===== config.mk =====
export PLATFORM = sky130hd
export DESIGN_NAME = mem_access_arbiter_flat
export DESIGN_NICKNAME = d
export VERILOG_FILES = /design/src/rtl/mem_access_arbiter_pkg.sv /design/src/rtl/mem_access_arbiter_if.sv /design/src/rtl/mem_access_arbiter_fill_seq.sv /design/src/rtl/mem_access_arbiter.sv /design/src/flat_wrapper.sv
export SDC_FILE = /design/constraint.sdc
export NUM_CORES = 1
export LEC_CHECK = 0
export ABC_AREA = 1
export BUFFER_PORTS_ARGS = -buffer_cell sky130_fd_sc_hd__clkbuf_2
export CAP_MARGIN = 25
export CORE_MARGIN = 10
export CORE_UTILIZATION = 41
export CTS_CLUSTER_DIAMETER = 80
export CTS_CLUSTER_SIZE = 28
export DETAILED_ROUTE_END_ITERATION = 10
export GPL_TIMING_DRIVEN = 0
export HOLD_SLACK_MARGIN = 0.05
export PLACE_DENSITY = 0.95
export SKIP_LAST_GASP = 1
export SLEW_MARGIN = 10
export SYNTH_ARGS = -nofsm -noshare
export SYNTH_HDL_FRONTEND = slang
export SYNTH_SLANG_ARGS = --single-unit

===== constraint.sdc =====
create_clock -name clk -period 4.3 [get_ports clk]
set_clock_uncertainty 0.2 [all_clocks]
set_input_delay 0 -clock clk [delete_from_list [all_inputs] [get_ports clk]]
set_output_delay 0 -clock clk [all_outputs]
set_load 0.02 [all_outputs]

===== src/rtl/mem_access_arbiter_pkg.sv =====
// Shared types and constants for the I/D main-memory arbiter.
// Block geometry here must agree with the 3-bit fill_word ports.
package mem_access_arbiter_pkg;

  localparam int MEM_LATENCY     = 4;
  localparam int WORDS_PER_BLOCK = 8;
  localparam int BLOCK_OFF_W     = $clog2(2 * WORDS_PER_BLOCK);
  localparam int WORD_IDX_W      = $clog2(WORDS_PER_BLOCK);

  typedef enum logic [1:0] {
    IDLE   = 2'd0,
    WRITE  = 2'd1,
    FILL_I = 2'd2,
    FILL_D = 2'd3
  } arb_state_e;

  typedef enum logic {
    OWN_I = 1'b0,
    OWN_D = 1'b1
  } owner_e;

  // Round-robin between the two miss sides; a lone requester always wins.
  function automatic owner_e pick_owner(input logic i_req, input logic d_req,
                                        input owner_e last_owner);
    if (i_req && d_req) begin
      return (last_owner == OWN_D) ? OWN_I : OWN_D;
    end else if (d_req) begin
      return OWN_D;
    end
    return OWN_I;
  endfunction

endpackage


===== src/rtl/mem_access_arbiter_if.sv =====
// Bundle of the cache-side request/fill signals and the main-memory port.
// slave is the arbiter's view; master is the caches-plus-memory view.
interface mem_access_arbiter_if #(
  parameter int ADDR_W = 16,
  parameter int DATA_W = 16
);
  import mem_access_arbiter_pkg::*;

  logic                  i_miss_req;
  logic [ADDR_W-1:0]     i_miss_addr;
  logic                  i_fill_valid;
  logic [DATA_W-1:0]     i_fill_data;
  logic [WORD_IDX_W-1:0] i_fill_word;
  logic                  i_fill_done;

  logic                  d_miss_req;
  logic [ADDR_W-1:0]     d_miss_addr;
  logic                  d_fill_valid;
  logic [DATA_W-1:0]     d_fill_data;
  logic [WORD_IDX_W-1:0] d_fill_word;
  logic                  d_fill_done;

  logic                  d_wr_req;
  logic [ADDR_W-1:0]     d_wr_addr;
  logic [DATA_W-1:0]     d_wr_data;
  logic                  d_wr_ack;

  logic [ADDR_W-1:0]     mem_addr;
  logic [DATA_W-1:0]     mem_data_in;
  logic                  mem_enable;
  logic                  mem_wr;
  logic [DATA_W-1:0]     mem_data_out;
  logic                  mem_data_valid;

  logic                  busy;

  modport slave (
    input  i_miss_req, i_miss_addr, d_miss_req, d_miss_addr,
    input  d_wr_req, d_wr_addr, d_wr_data,
    input  mem_data_out, mem_data_valid,
    output i_fill_valid, i_fill_data, i_fill_word, i_fill_done,
    output d_fill_valid, d_fill_data, d_fill_word, d_fill_done,
    output d_wr_ack, mem_addr, mem_data_in, mem_enable, mem_wr, busy
  );

  modport master (
    output i_miss_req, i_miss_addr, d_miss_req, d_miss_addr,
    output d_wr_req, d_wr_addr, d_wr_data,
    output mem_data_out, mem_data_valid,
    input  i_fill_valid, i_fill_data, i_fill_word, i_fill_done,
    input  d_fill_valid, d_fill_data, d_fill_word, d_fill_done,
    input  d_wr_ack, mem_addr, mem_data_in, mem_enable, mem_wr, busy
  );

endinterface


===== src/rtl/mem_access_arbiter_fill_seq.sv =====
// Block-fill sequencer: latches the block base, issues one read per cycle and
// counts returning words independently, since reads and returns overlap.
module mem_fill_sequencer
  import mem_access_arbiter_pkg::*;
#(
  parameter int ADDR_W = 16
) (
  input  logic                  clk,
  input  logic                  rst,
  input  logic                  start_i,
  input  logic [ADDR_W-1:0]     miss_addr_i,
  input  logic                  active_i,
  input  logic                  data_valid_i,
  output logic [ADDR_W-1:0]     issue_addr_o,
  output logic [WORD_IDX_W-1:0] recv_cnt_o,
  output logic                  issue_done_o,
  output logic                  last_word_o
);

  localparam logic [ADDR_W-1:0]     OFF_MASK   = ADDR_W'(2 * WORDS_PER_BLOCK - 1);
  localparam logic [WORD_IDX_W:0]   ISSUE_END  = (WORD_IDX_W + 1)'(WORDS_PER_BLOCK);
  localparam logic [WORD_IDX_W-1:0] RECV_LAST  = WORD_IDX_W'(WORDS_PER_BLOCK - 1);

  logic [ADDR_W-1:0]     base_q, base_d;
  logic [WORD_IDX_W:0]   issue_cnt_q, issue_cnt_d;
  logic [WORD_IDX_W-1:0] recv_cnt_q, recv_cnt_d;

  assign issue_done_o = (issue_cnt_q == ISSUE_END);
  assign last_word_o  = (recv_cnt_q == RECV_LAST);
  assign recv_cnt_o   = recv_cnt_q;
  // Base low bits are always zero, so OR-ing the word offset is an add.
  assign issue_addr_o = base_q | ADDR_W'({issue_cnt_q[WORD_IDX_W-1:0], 1'b0});

  always_comb begin
    base_d      = base_q;
    issue_cnt_d = issue_cnt_q;
    recv_cnt_d  = recv_cnt_q;
    if (start_i) begin
      base_d      = miss_addr_i & ~OFF_MASK;
      issue_cnt_d = '0;
      recv_cnt_d  = '0;
    end else if (active_i) begin
      if (!issue_done_o) begin
        issue_cnt_d = issue_cnt_q + 1'b1;
      end
      if (data_valid_i) begin
        if (last_word_o) begin
          issue_cnt_d = '0;
          recv_cnt_d  = '0;
        end else begin
          recv_cnt_d = recv_cnt_q + 1'b1;
        end
      end
    end
  end

  always_ff @(posedge clk or posedge rst) begin
    if (rst) begin
      base_q      <= '0;
      issue_cnt_q <= '0;
      recv_cnt_q  <= '0;
    end else begin
      base_q      <= base_d;
      issue_cnt_q <= issue_cnt_d;
      recv_cnt_q  <= recv_cnt_d;
    end
  end

endmodule


===== src/rtl/mem_access_arbiter.sv =====
// Shares the single main-memory port between I-side and D-side block fills
// and D-side write-through stores; stores take priority, misses round-robin.
module mem_access_arbiter
  import mem_access_arbiter_pkg::*;
#(
  parameter int ADDR_W = 16,
  parameter int DATA_W = 16
) (
  input  logic                clk,
  input  logic                rst,
  mem_access_arbiter_if.slave bus
);

  arb_state_e state_q, state_d;
  owner_e     last_owner_q, last_owner_d;
  owner_e     grant_owner;
  logic       fill_start;
  logic       fill_active;

  logic [ADDR_W-1:0]     grant_addr;
  logic [ADDR_W-1:0]     issue_addr;
  logic [WORD_IDX_W-1:0] recv_cnt;
  logic                  issue_done;
  logic                  last_word;

  logic                  mem_enable_c;
  logic                  mem_wr_c;
  logic [ADDR_W-1:0]     mem_addr_c;
  logic [DATA_W-1:0]     mem_wdata_c;
  logic                  wr_ack_c;

  logic [1:0]            side_sel;
  logic [1:0]            side_valid;
  logic [1:0]            side_done;
  logic [DATA_W-1:0]     side_data [2];
  logic [WORD_IDX_W-1:0] side_word [2];

  assign grant_owner = pick_owner(bus.i_miss_req, bus.d_miss_req, last_owner_q);
  assign grant_addr  = (grant_owner == OWN_D) ? bus.d_miss_addr : bus.i_miss_addr;
  assign fill_active = (state_q == FILL_I) || (state_q == FILL_D);

  mem_fill_sequencer #(
    .ADDR_W (ADDR_W)
  ) u_fill_seq (
    .clk          (clk),
    .rst          (rst),
    .start_i      (fill_start),
    .miss_addr_i  (grant_addr),
    .active_i     (fill_active),
    .data_valid_i (bus.mem_data_valid),
    .issue_addr_o (issue_addr),
    .recv_cnt_o   (recv_cnt),
    .issue_done_o (issue_done),
    .last_word_o  (last_word)
  );

  always_comb begin
    state_d      = state_q;
    last_owner_d = last_owner_q;
    fill_start   = 1'b0;
    case (state_q)
      IDLE: begin
        if (bus.d_wr_req) begin
          state_d = WRITE;
        end else if (bus.i_miss_req || bus.d_miss_req) begin
          fill_start   = 1'b1;
          last_owner_d = grant_owner;
          state_d      = (grant_owner == OWN_D) ? FILL_D : FILL_I;
        end
      end
      WRITE: state_d = IDLE;
      // A fill ignores request deassertion: issued reads cannot be recalled.
      FILL_I, FILL_D: begin
        if (bus.mem_data_valid && last_word) begin
          state_d = IDLE;
        end
      end
      default: state_d = IDLE;
    endcase
  end

  always_comb begin
    mem_enable_c = 1'b0;
    mem_wr_c     = 1'b0;
    mem_addr_c   = '0;
    mem_wdata_c  = '0;
    wr_ack_c     = 1'b0;
    if (state_q == WRITE) begin
      mem_enable_c = 1'b1;
      mem_wr_c     = 1'b1;
      mem_addr_c   = bus.d_wr_addr;
      mem_wdata_c  = bus.d_wr_data;
      wr_ack_c     = 1'b1;
    end else if (fill_active && !issue_done) begin
      mem_enable_c = 1'b1;
      mem_addr_c   = issue_addr;
    end
  end

  always_ff @(posedge clk or posedge rst) begin
    if (rst) begin
      state_q      <= IDLE;
      last_owner_q <= OWN_D;
    end else begin
      state_q      <= state_d;
      last_owner_q <= last_owner_d;
    end
  end

  // Index 0 is the I side, 1 the D side; valid data outside a fill is dropped.
  assign side_sel = {state_q == FILL_D, state_q == FILL_I};

  for (genvar gi = 0; gi < 2; gi++) begin : g_side
    assign side_valid[gi] = side_sel[gi] && bus.mem_data_valid;
    assign side_done[gi]  = side_valid[gi] && last_word;
    assign side_data[gi]  = side_valid[gi] ? bus.mem_data_out : '0;
    assign side_word[gi]  = side_valid[gi] ? recv_cnt : '0;
  end

  assign bus.i_fill_valid = side_valid[0];
  assign bus.i_fill_data  = side_data[0];
  assign bus.i_fill_word  = side_word[0];
  assign bus.i_fill_done  = side_done[0];
  assign bus.d_fill_valid = side_valid[1];
  assign bus.d_fill_data  = side_data[1];
  assign bus.d_fill_word  = side_word[1];
  assign bus.d_fill_done  = side_done[1];

  assign bus.d_wr_ack     = wr_ack_c;
  assign bus.mem_enable   = mem_enable_c;
  assign bus.mem_wr       = mem_wr_c;
  assign bus.mem_addr     = mem_addr_c;
  assign bus.mem_data_in  = mem_wdata_c;
  assign bus.busy         = (state_q != IDLE);

endmodule


===== src/flat_wrapper.sv =====
// flat-port wrapper written by rule: the top's interface ports become plain ports
module mem_access_arbiter_flat import mem_access_arbiter_pkg::*;
#(
  parameter int ADDR_W = 16,
  parameter int DATA_W = 16
)
  (clk, rst, bus_i_miss_req, bus_i_miss_addr, bus_d_miss_req, bus_d_miss_addr, bus_d_wr_req, bus_d_wr_addr, bus_d_wr_data, bus_mem_data_out, bus_mem_data_valid, bus_i_fill_valid, bus_i_fill_data, bus_i_fill_word, bus_i_fill_done, bus_d_fill_valid, bus_d_fill_data, bus_d_fill_word, bus_d_fill_done, bus_d_wr_ack, bus_mem_addr, bus_mem_data_in, bus_mem_enable, bus_mem_wr, bus_busy);
  mem_access_arbiter_if #(.ADDR_W(ADDR_W), .DATA_W(DATA_W)) bus_i ();
  input  logic clk;
  input  logic rst;
  input wire logic [$bits(bus_i.i_miss_req)-1:0] bus_i_miss_req;
  input wire logic [$bits(bus_i.i_miss_addr)-1:0] bus_i_miss_addr;
  input wire logic [$bits(bus_i.d_miss_req)-1:0] bus_d_miss_req;
  input wire logic [$bits(bus_i.d_miss_addr)-1:0] bus_d_miss_addr;
  input wire logic [$bits(bus_i.d_wr_req)-1:0] bus_d_wr_req;
  input wire logic [$bits(bus_i.d_wr_addr)-1:0] bus_d_wr_addr;
  input wire logic [$bits(bus_i.d_wr_data)-1:0] bus_d_wr_data;
  input wire logic [$bits(bus_i.mem_data_out)-1:0] bus_mem_data_out;
  input wire logic [$bits(bus_i.mem_data_valid)-1:0] bus_mem_data_valid;
  output wire logic [$bits(bus_i.i_fill_valid)-1:0] bus_i_fill_valid;
  output wire logic [$bits(bus_i.i_fill_data)-1:0] bus_i_fill_data;
  output wire logic [$bits(bus_i.i_fill_word)-1:0] bus_i_fill_word;
  output wire logic [$bits(bus_i.i_fill_done)-1:0] bus_i_fill_done;
  output wire logic [$bits(bus_i.d_fill_valid)-1:0] bus_d_fill_valid;
  output wire logic [$bits(bus_i.d_fill_data)-1:0] bus_d_fill_data;
  output wire logic [$bits(bus_i.d_fill_word)-1:0] bus_d_fill_word;
  output wire logic [$bits(bus_i.d_fill_done)-1:0] bus_d_fill_done;
  output wire logic [$bits(bus_i.d_wr_ack)-1:0] bus_d_wr_ack;
  output wire logic [$bits(bus_i.mem_addr)-1:0] bus_mem_addr;
  output wire logic [$bits(bus_i.mem_data_in)-1:0] bus_mem_data_in;
  output wire logic [$bits(bus_i.mem_enable)-1:0] bus_mem_enable;
  output wire logic [$bits(bus_i.mem_wr)-1:0] bus_mem_wr;
  output wire logic [$bits(bus_i.busy)-1:0] bus_busy;
  assign bus_i.i_miss_req = bus_i_miss_req;
  assign bus_i.i_miss_addr = bus_i_miss_addr;
  assign bus_i.d_miss_req = bus_d_miss_req;
  assign bus_i.d_miss_addr = bus_d_miss_addr;
  assign bus_i.d_wr_req = bus_d_wr_req;
  assign bus_i.d_wr_addr = bus_d_wr_addr;
  assign bus_i.d_wr_data = bus_d_wr_data;
  assign bus_i.mem_data_out = bus_mem_data_out;
  assign bus_i.mem_data_valid = bus_mem_data_valid;
  assign bus_i_fill_valid = bus_i.i_fill_valid;
  assign bus_i_fill_data = bus_i.i_fill_data;
  assign bus_i_fill_word = bus_i.i_fill_word;
  assign bus_i_fill_done = bus_i.i_fill_done;
  assign bus_d_fill_valid = bus_i.d_fill_valid;
  assign bus_d_fill_data = bus_i.d_fill_data;
  assign bus_d_fill_word = bus_i.d_fill_word;
  assign bus_d_fill_done = bus_i.d_fill_done;
  assign bus_d_wr_ack = bus_i.d_wr_ack;
  assign bus_mem_addr = bus_i.mem_addr;
  assign bus_mem_data_in = bus_i.mem_data_in;
  assign bus_mem_enable = bus_i.mem_enable;
  assign bus_mem_wr = bus_i.mem_wr;
  assign bus_busy = bus_i.busy;
  mem_access_arbiter #(.ADDR_W(ADDR_W), .DATA_W(DATA_W)) u_core (.clk(clk), .rst(rst), .bus(bus_i));
endmodule

==> impl_metrics.csv, run 1 <==
group,metric,value,unit
status,status,"completed",
timing,fin_crit_sh,67.5,%
min_path,hold_path.class,"primary input to output pin",
pwr,p_clk_share,8.8,%
timing,worst_pin_slew,0.809,ns
critical_path,startpoint,"u_core.last_owner_q$_DFFE_PP1P_",
critical_path,worstReg2RegStart,"u_core.last_owner_q$_DFFE_PP1P_",
clock_tree,cts_resized,0,
drt,drc,0,
yosys,synth_fa_ha_area_share,2.71,%
yosys,yosys_warnings,0,
pwr,power_switching,0.870,mW
floorplan,initial_core_util,42.4,%
timing,report.final.setup_viol,0,
min_path,whs_endpoint,"bus_mem_data_in[13]",
yosys,yosys.area_share.simple,46.1,%
timing,fmax,344,MHz
yosys,synth_xor_area_share,0.475,%
clock_tree,numCtsBuffers,3,
pwr,powerDensity,546,mW/mm^2
critical_path,ff2ff_setup_slack,1.40,ns
yosys,synth_area_leader_cell,"dfrtp_1",
drt,wirelength,7770,um
global_route,antenna_found_initial,0,
yosys,ys_seq_elements,22,
clock_tree,root_buffer,"clkbuf_8",
critical_path,start_kind,"register",
final_layout,drive_above_1_share,35.9,%
global_route,grt.overflow.total,0,
yosys,syn-cell-area,0.00184,mm^2
yosys,synth-compound-area-share,2.71,%
critical_path,r2r_end,"u_core.u_fill_seq.base_q[15]$_DFFE_PP0P_",
global_route,grt_use_total,19.3,%
yosys,yosysTopAreaCellShare,28.5,%
critical_path,required,4.31,ns
yosys,synthTopCellsByArea,"dfrtp_1 28%, nand2_1 22%, nor2_1 12%, inv_1 11%, nand3_1 9.2%",
final_layout,final_common_cell,"clkbuf_2",
floorplan,die_x,87.1,um
place,io_buffer_count,155,
pwr,leakage,2.03,nW
floorplan,dieArea,0.00758,mm^2
critical_path,critPathKind,"register to register",
yosys,syn_avg_cell_area,5.82,um^2
run,drv_cap,0,
timing,hold_violations,0,
clock_tree,clock_latency,0.26,ns
critical_path,cp_data_arrival_time,2.91,ns
clock_tree,clock_sinks,22,
clock_tree,path_clk_slew,0.08,ns
floorplan,core_area,0.00435,mm^2
timing,timing.slew.headroom,46.0,%
final_layout,final_cell_mix,"155 x clkbuf_2, 108 x nand2_1, 59 x nor2_1, 53 x inv_1",
pwr,combPwrFrac,68.1,%
clock_tree,cts_hold_buf,34,
critical_path,crit_fanout,5,
drt,avgViaCountPerCell,4.61,
min_path,hold_path_depth,4,
pwr,max-vdd-ir-drop,223,uV
final_layout,syn_to_final_growth,67.0,%
pwr,power,1.68,mW
critical_path,r2r_cells,9,
pwr,p_sw_share,51.7,%
drt,dr.pass1.iters,4,
yosys,syn-num-nets,407,
timing,setup_tns,0,ns
drt,post_drt_wl_per_cell,13.8,um
yosys,seq_area_frac_synth,29.9,%
clock_tree,cts_max_level,1,
floorplan,fp.dieH,87.1,um
drt,via_count,2590,
critical_path,critPathCaptureType,"register",
global_route,grt_max_degree,23,
yosys,synth_top_family_by_area,"simple AND/OR/NAND/NOR gates",
global_route,grt_pass1_vias,2559,
place,dp_hpwl,6180,um
pwr,p_int,0.813,mW
min_path,holdCritStartpoint,"bus_d_wr_data[13]",
clock_tree,cts_tree,"built",
yosys,synthCells,317,
yosys,synthMuxAreaShare,0,%
final_layout,nNetsFinal,601,
place,gp_congestion,0.852,
floorplan,num_rows,24,
floorplan,pin_count,164,
timing,rsz0062_at_grt,"false",
drt,drt_iter0_drc,96,
yosys,yosysUniqueCellTypes,22,
timing,period_minus_slack,2.90,ns
final_layout,num-fill-cells,360,
clock_tree,cts_buffer_depth,2,
global_route,grt_pass1_wl,12000,um
drt,ant_nets,0,
final_layout,diodes,0,
timing,finalMaxSlewViolations,0,
pwr,pwr-share-seq,23.1,%
clock_tree,postCtsSetupBuffers,0,
==> cell families (layout without fill, tap and decap cells) <==
| logic type | after synthesis | count (layout) |
|---|---|---|
| simple gates | 208 | 208 |
| buf+inv | 72 | 265 |
| flops | 22 | 22 |
| compound gates | 10 | 10 |
| fa+ha+maj | 4 | 4 |
| xor+xnor | 1 | 1 |
==> cell type report <==
type,count,area (um^2),area share [%]
timing repair buffer,189,1120,36.2
multi-input combinational,223,958,31.1
sequential,22,552,17.9
inverter,56,210,6.82
buffer,16,124,4.02
tap,52,65.1,2.11
clock buffer,4,55.1,1.79
==> power by group through the flow <==
stage                     Sequential [mW]  Combinational [mW]  Clock, mW
after global routing                0.400                1.28      0.160
after global placement              0.383                1.07          0
final                               0.389                1.15      0.148
after floorplan                     0.372               0.753          0
after detailed placement            0.391                1.10          0
after CTS                           0.387                1.16      0.152
==> synthesized netlist by cell type <==
cell type / n
a21oi_1: 2
buf_1: 1
buf_2: 6
buf_4: 3
buf_6: 6
dfrtp_1: 21
dfstp_2: 1
ha_1: 4
inv_1: 53
inv_2: 3
nand2_1: 108
nand2_2: 1
nand3_1: 34
nand3_2: 1
nand4_1: 2
nor2_1: 59
nor2_2: 1
nor2_4: 1
o21ai_0: 7
o21ai_1: 1
or2_2: 1
xor2_1: 1
==> sequential cells by signal (all words and copies together) (netlist names) <==
signal                         count
u_core.u_fill_seq.base_q          12
u_core.u_fill_seq.issue_cnt_q      4
u_core.last_owner_q                1
u_core.u_fill_seq.recv_cnt_o       3
u_core.state_q                     2
==> stage by stage <==
stage               utilization [%]  cell area [um^2]  setup WS [ns]  hold WS [ns]  std cells
global placement               61.7              2690           2.64       -0.0276        524
CTS                            70.7              3080           1.43        0.0869        562
finish                         70.7              3080           1.40        0.0970        562
floorplan                         -              1840           2.68        -0.212        317
global route                   70.7              3080           1.33         0.107        562
detailed placement             61.7              2690           2.61       -0.0113        524
==> worst max-delay path: stages, from the launching register on <==
cell           delay (ns)
dfstp_2              0.54
nand2_1              0.10
nand2_1              0.13
nand2_1              0.06
dlygate4sd3_1        0.55
nand2_1              0.07
dlygate4sd3_1        0.55
nand2_1              0.04
dlygate4sd3_1        0.54
nand2_1              0.05
==> metal layers <==
metal | wire length (um) | GRT usage (%) | vias to the layer above
met5 | 0 | 0 | -
met2 | 4020 | 37.5 | 116
li1 | - | - | 1322
met3 | 840 | 6.18 | 15
met1 | 2700 | 17.8 | 1137
met4 | 206 | 7.36 | 0
==> worst max-delay path by stage <==
stage / endpoint / slack (ns)
floorplan: bus_d_fill_data[0] / 2.68
global placement: bus_mem_addr[14] / 2.64
detailed placement: u_core.u_fill_seq.issue_cnt_q[3]$_DFFE_PP0P_ / 2.61
CTS: u_core.u_fill_seq.base_q[15]$_DFFE_PP0P_ / 1.43
global route: u_core.u_fill_seq.base_q[15]$_DFFE_PP0P_ / 1.33
finish: u_core.u_fill_seq.base_q[15]$_DFFE_PP0P_ / 1.40
Note: power is estimated with default switching activity, not from simulation.
==> run 2: changes to the inputs <==
- CORE_UTILIZATION: 41 -> 38
- PLACE_DENSITY: 0.95 -> 0.92
- clock period: 4.3 -> 3 ns (I/O delays scaled with it)
==> impl_metrics.csv, run 2 (synthesis gave the netlist of run 1 again) <==
group,metric,value,unit
clock_tree,cts_tree,"built",
clock_tree,postCtsSetupBuffers,0,
drt,dr.pass1.iters,4,
timing,rsz0062_at_grt,"false",
global_route,grt_max_degree,23,
critical_path,crit_fanout,5,
global_route,gr-usage-met3,5.32,%
timing,period_minus_slack,2.86,ns
global_route,grt_pass1_vias,2556,
floorplan,num_rows,25,
final_layout,num-fill-cells,438,
drt,ant_nets,0,
clock_tree,path_clk_slew,0.07,ns
timing,setup_tns,0,ns
critical_path,critPathKind,"register to register",
final_layout,largest_register_ffs,12,
floorplan,die_x,89.7,um
global_route,grt-busiest-layer,"met2",
timing,report.final.setup_viol,0,
global_route,grt.overflow.total,0,
drt,avgViaCountPerCell,4.44,
drt,via_count,2564,
timing,finalMaxSlewViolations,0,
clock_tree,clock_sinks,22,
timing,fmax,349,MHz
global_route,use_met2,34.4,%
global_route,antenna_found_initial,0,
drt,post_drt_wl_per_cell,13.7,um
final_layout,final_cell_mix,"155 x clkbuf_2, 107 x nand2_1, 59 x nor2_1, 53 x inv_1",
final_layout,seq_area,552,um^2
timing,fin_crit_sh,95.5,%
clock_tree,clock_latency,0.26,ns
clock_tree,root_buffer,"clkbuf_8",
global_route,grt_pass1_wl,11800,um
final_layout,final_common_cell,"clkbuf_2",
timing,hold_violations,0,
min_path,hold_path.class,"primary input to register",
timing,hold_slack,0.0892,ns
floorplan,pin_count,164,
timing,worst_pin_slew,0.806,ns
timing,timing.slew.headroom,46.2,%
clock_tree,cts_max_level,1,
drt,drt_iter0_drc,175,
pwr,leakage,2.03,nW
final_layout,regMostFlops,"u_core.u_fill_seq.base_q",
critical_path,critPathCaptureType,"register",
global_route,grt_use_total,18.3,%
place,dp_hpwl,6300,um
run,drv_cap,0,
final_layout,nNetsFinal,601,
clock_tree,cts_buffer_depth,2,
final_layout,drive_above_1_share,35.9,%
floorplan,dieArea,0.00804,mm^2
final_layout,diodes,0,
status,status,"completed",
final_layout,multiInputGateArea,961,um^2
clock_tree,numCtsBuffers,3,
critical_path,start_kind,"register",
pwr,powerDensity,781,mW/mm^2
floorplan,fp.dieH,89.7,um
global_route,grt_util_met1,18.5,%
floorplan,initial_core_util,39.0,%
place,gp_congestion,0.888,
critical_path,cp_data_arrival_time,2.86,ns
pwr,max-vdd-ir-drop,333,uV
final_layout,syn_to_final_growth,67.6,%
drt,drc,0,
critical_path,required,3.00,ns
drt,wirelength,7900,um
place,io_buffer_count,155,
floorplan,core_area,0.00472,mm^2
[run 2: area by class of cell]
type / instances / area share (%)
Buffer: 16 / 4.01
Clock buffer: 4 / 1.46
Inverter: 56 / 6.80
Multi-Input combinational cell: 223 / 31.1
Sequential cell: 22 / 17.8
Tap cell: 67 / 2.71
Timing Repair Buffer: 189 / 36.1
[run 2: repair_timing]
item,CTS,global route
endpoints found under the setup margin,0,1
gates resized for setup,0,1
endpoints found under the hold margin,43,0
hold buffers,34,0
[run 2: power by group]
part	internal, mW	switching [mW]	total (mW)
Clock	0.0946	0.0890	0.184
Combinational	0.601	1.07	1.67
Sequential	0.449	0.109	0.558
Total	1.14	1.27	2.41
[run 2: metrics by stage]
stage	cell area [um^2]	std cells	util [%]	power, mW	setup slack [ns]
3_5_place_dp	2700	539	57.2	2.16	1.30
2_1_floorplan	1840	317	-	1.61	1.38
5_1_grt	3090	577	65.5	2.62	0.0204
6_report	3090	577	65.5	2.41	0.135
4_1_cts	3090	577	65.4	2.42	0.134
3_3_place_gp	2700	539	57.2	2.12	1.34
[run 2: worst max-delay path, cell delays in order, from the launching register on]
cell,delay [ns]
dfstp_2,0.55
nand2_1,0.12
nand2_2,0.10
nand2_1,0.05
dlygate4sd3_1,0.55
nand2_1,0.06
dlygate4sd3_1,0.54
nand2_1,0.04
dlygate4sd3_1,0.54
nand2_1,0.06
[run 2: layer usage]
metal  wire length [um]  vias to the layer above  share of wire (%)
li1                   -                     1320                  -
met1               2720                     1101                 34
met2               3990                      126                 51
met3               1020                       17                 13
met4                166                        0                2.1
met5                  0                        -                  0
[run 2: path summary, 6_finish.rpt]
check                                                   startpoint                                          end  slack [ns]  cells after the start
max in group asynchronous                                      rst     u_core.u_fill_seq.base_q[13]$_DFFE_PP0P_        1.87                      3
min in group asynchronous                                      rst  u_core.u_fill_seq.recv_cnt_o[2]$_DFFE_PP0P_        0.22                      3
max                                u_core.last_owner_q$_DFFE_PP1P_     u_core.u_fill_seq.base_q[15]$_DFFE_PP0P_        0.14                      9
min                                                 bus_d_miss_req              u_core.last_owner_q$_DFFE_PP1P_        0.09                      4
min reg2reg                u_core.u_fill_seq.base_q[6]$_DFFE_PP0P_      u_core.u_fill_seq.base_q[6]$_DFFE_PP0P_        0.29                      2
max reg2reg                        u_core.last_owner_q$_DFFE_PP1P_     u_core.u_fill_seq.base_q[15]$_DFFE_PP0P_        0.14                      9
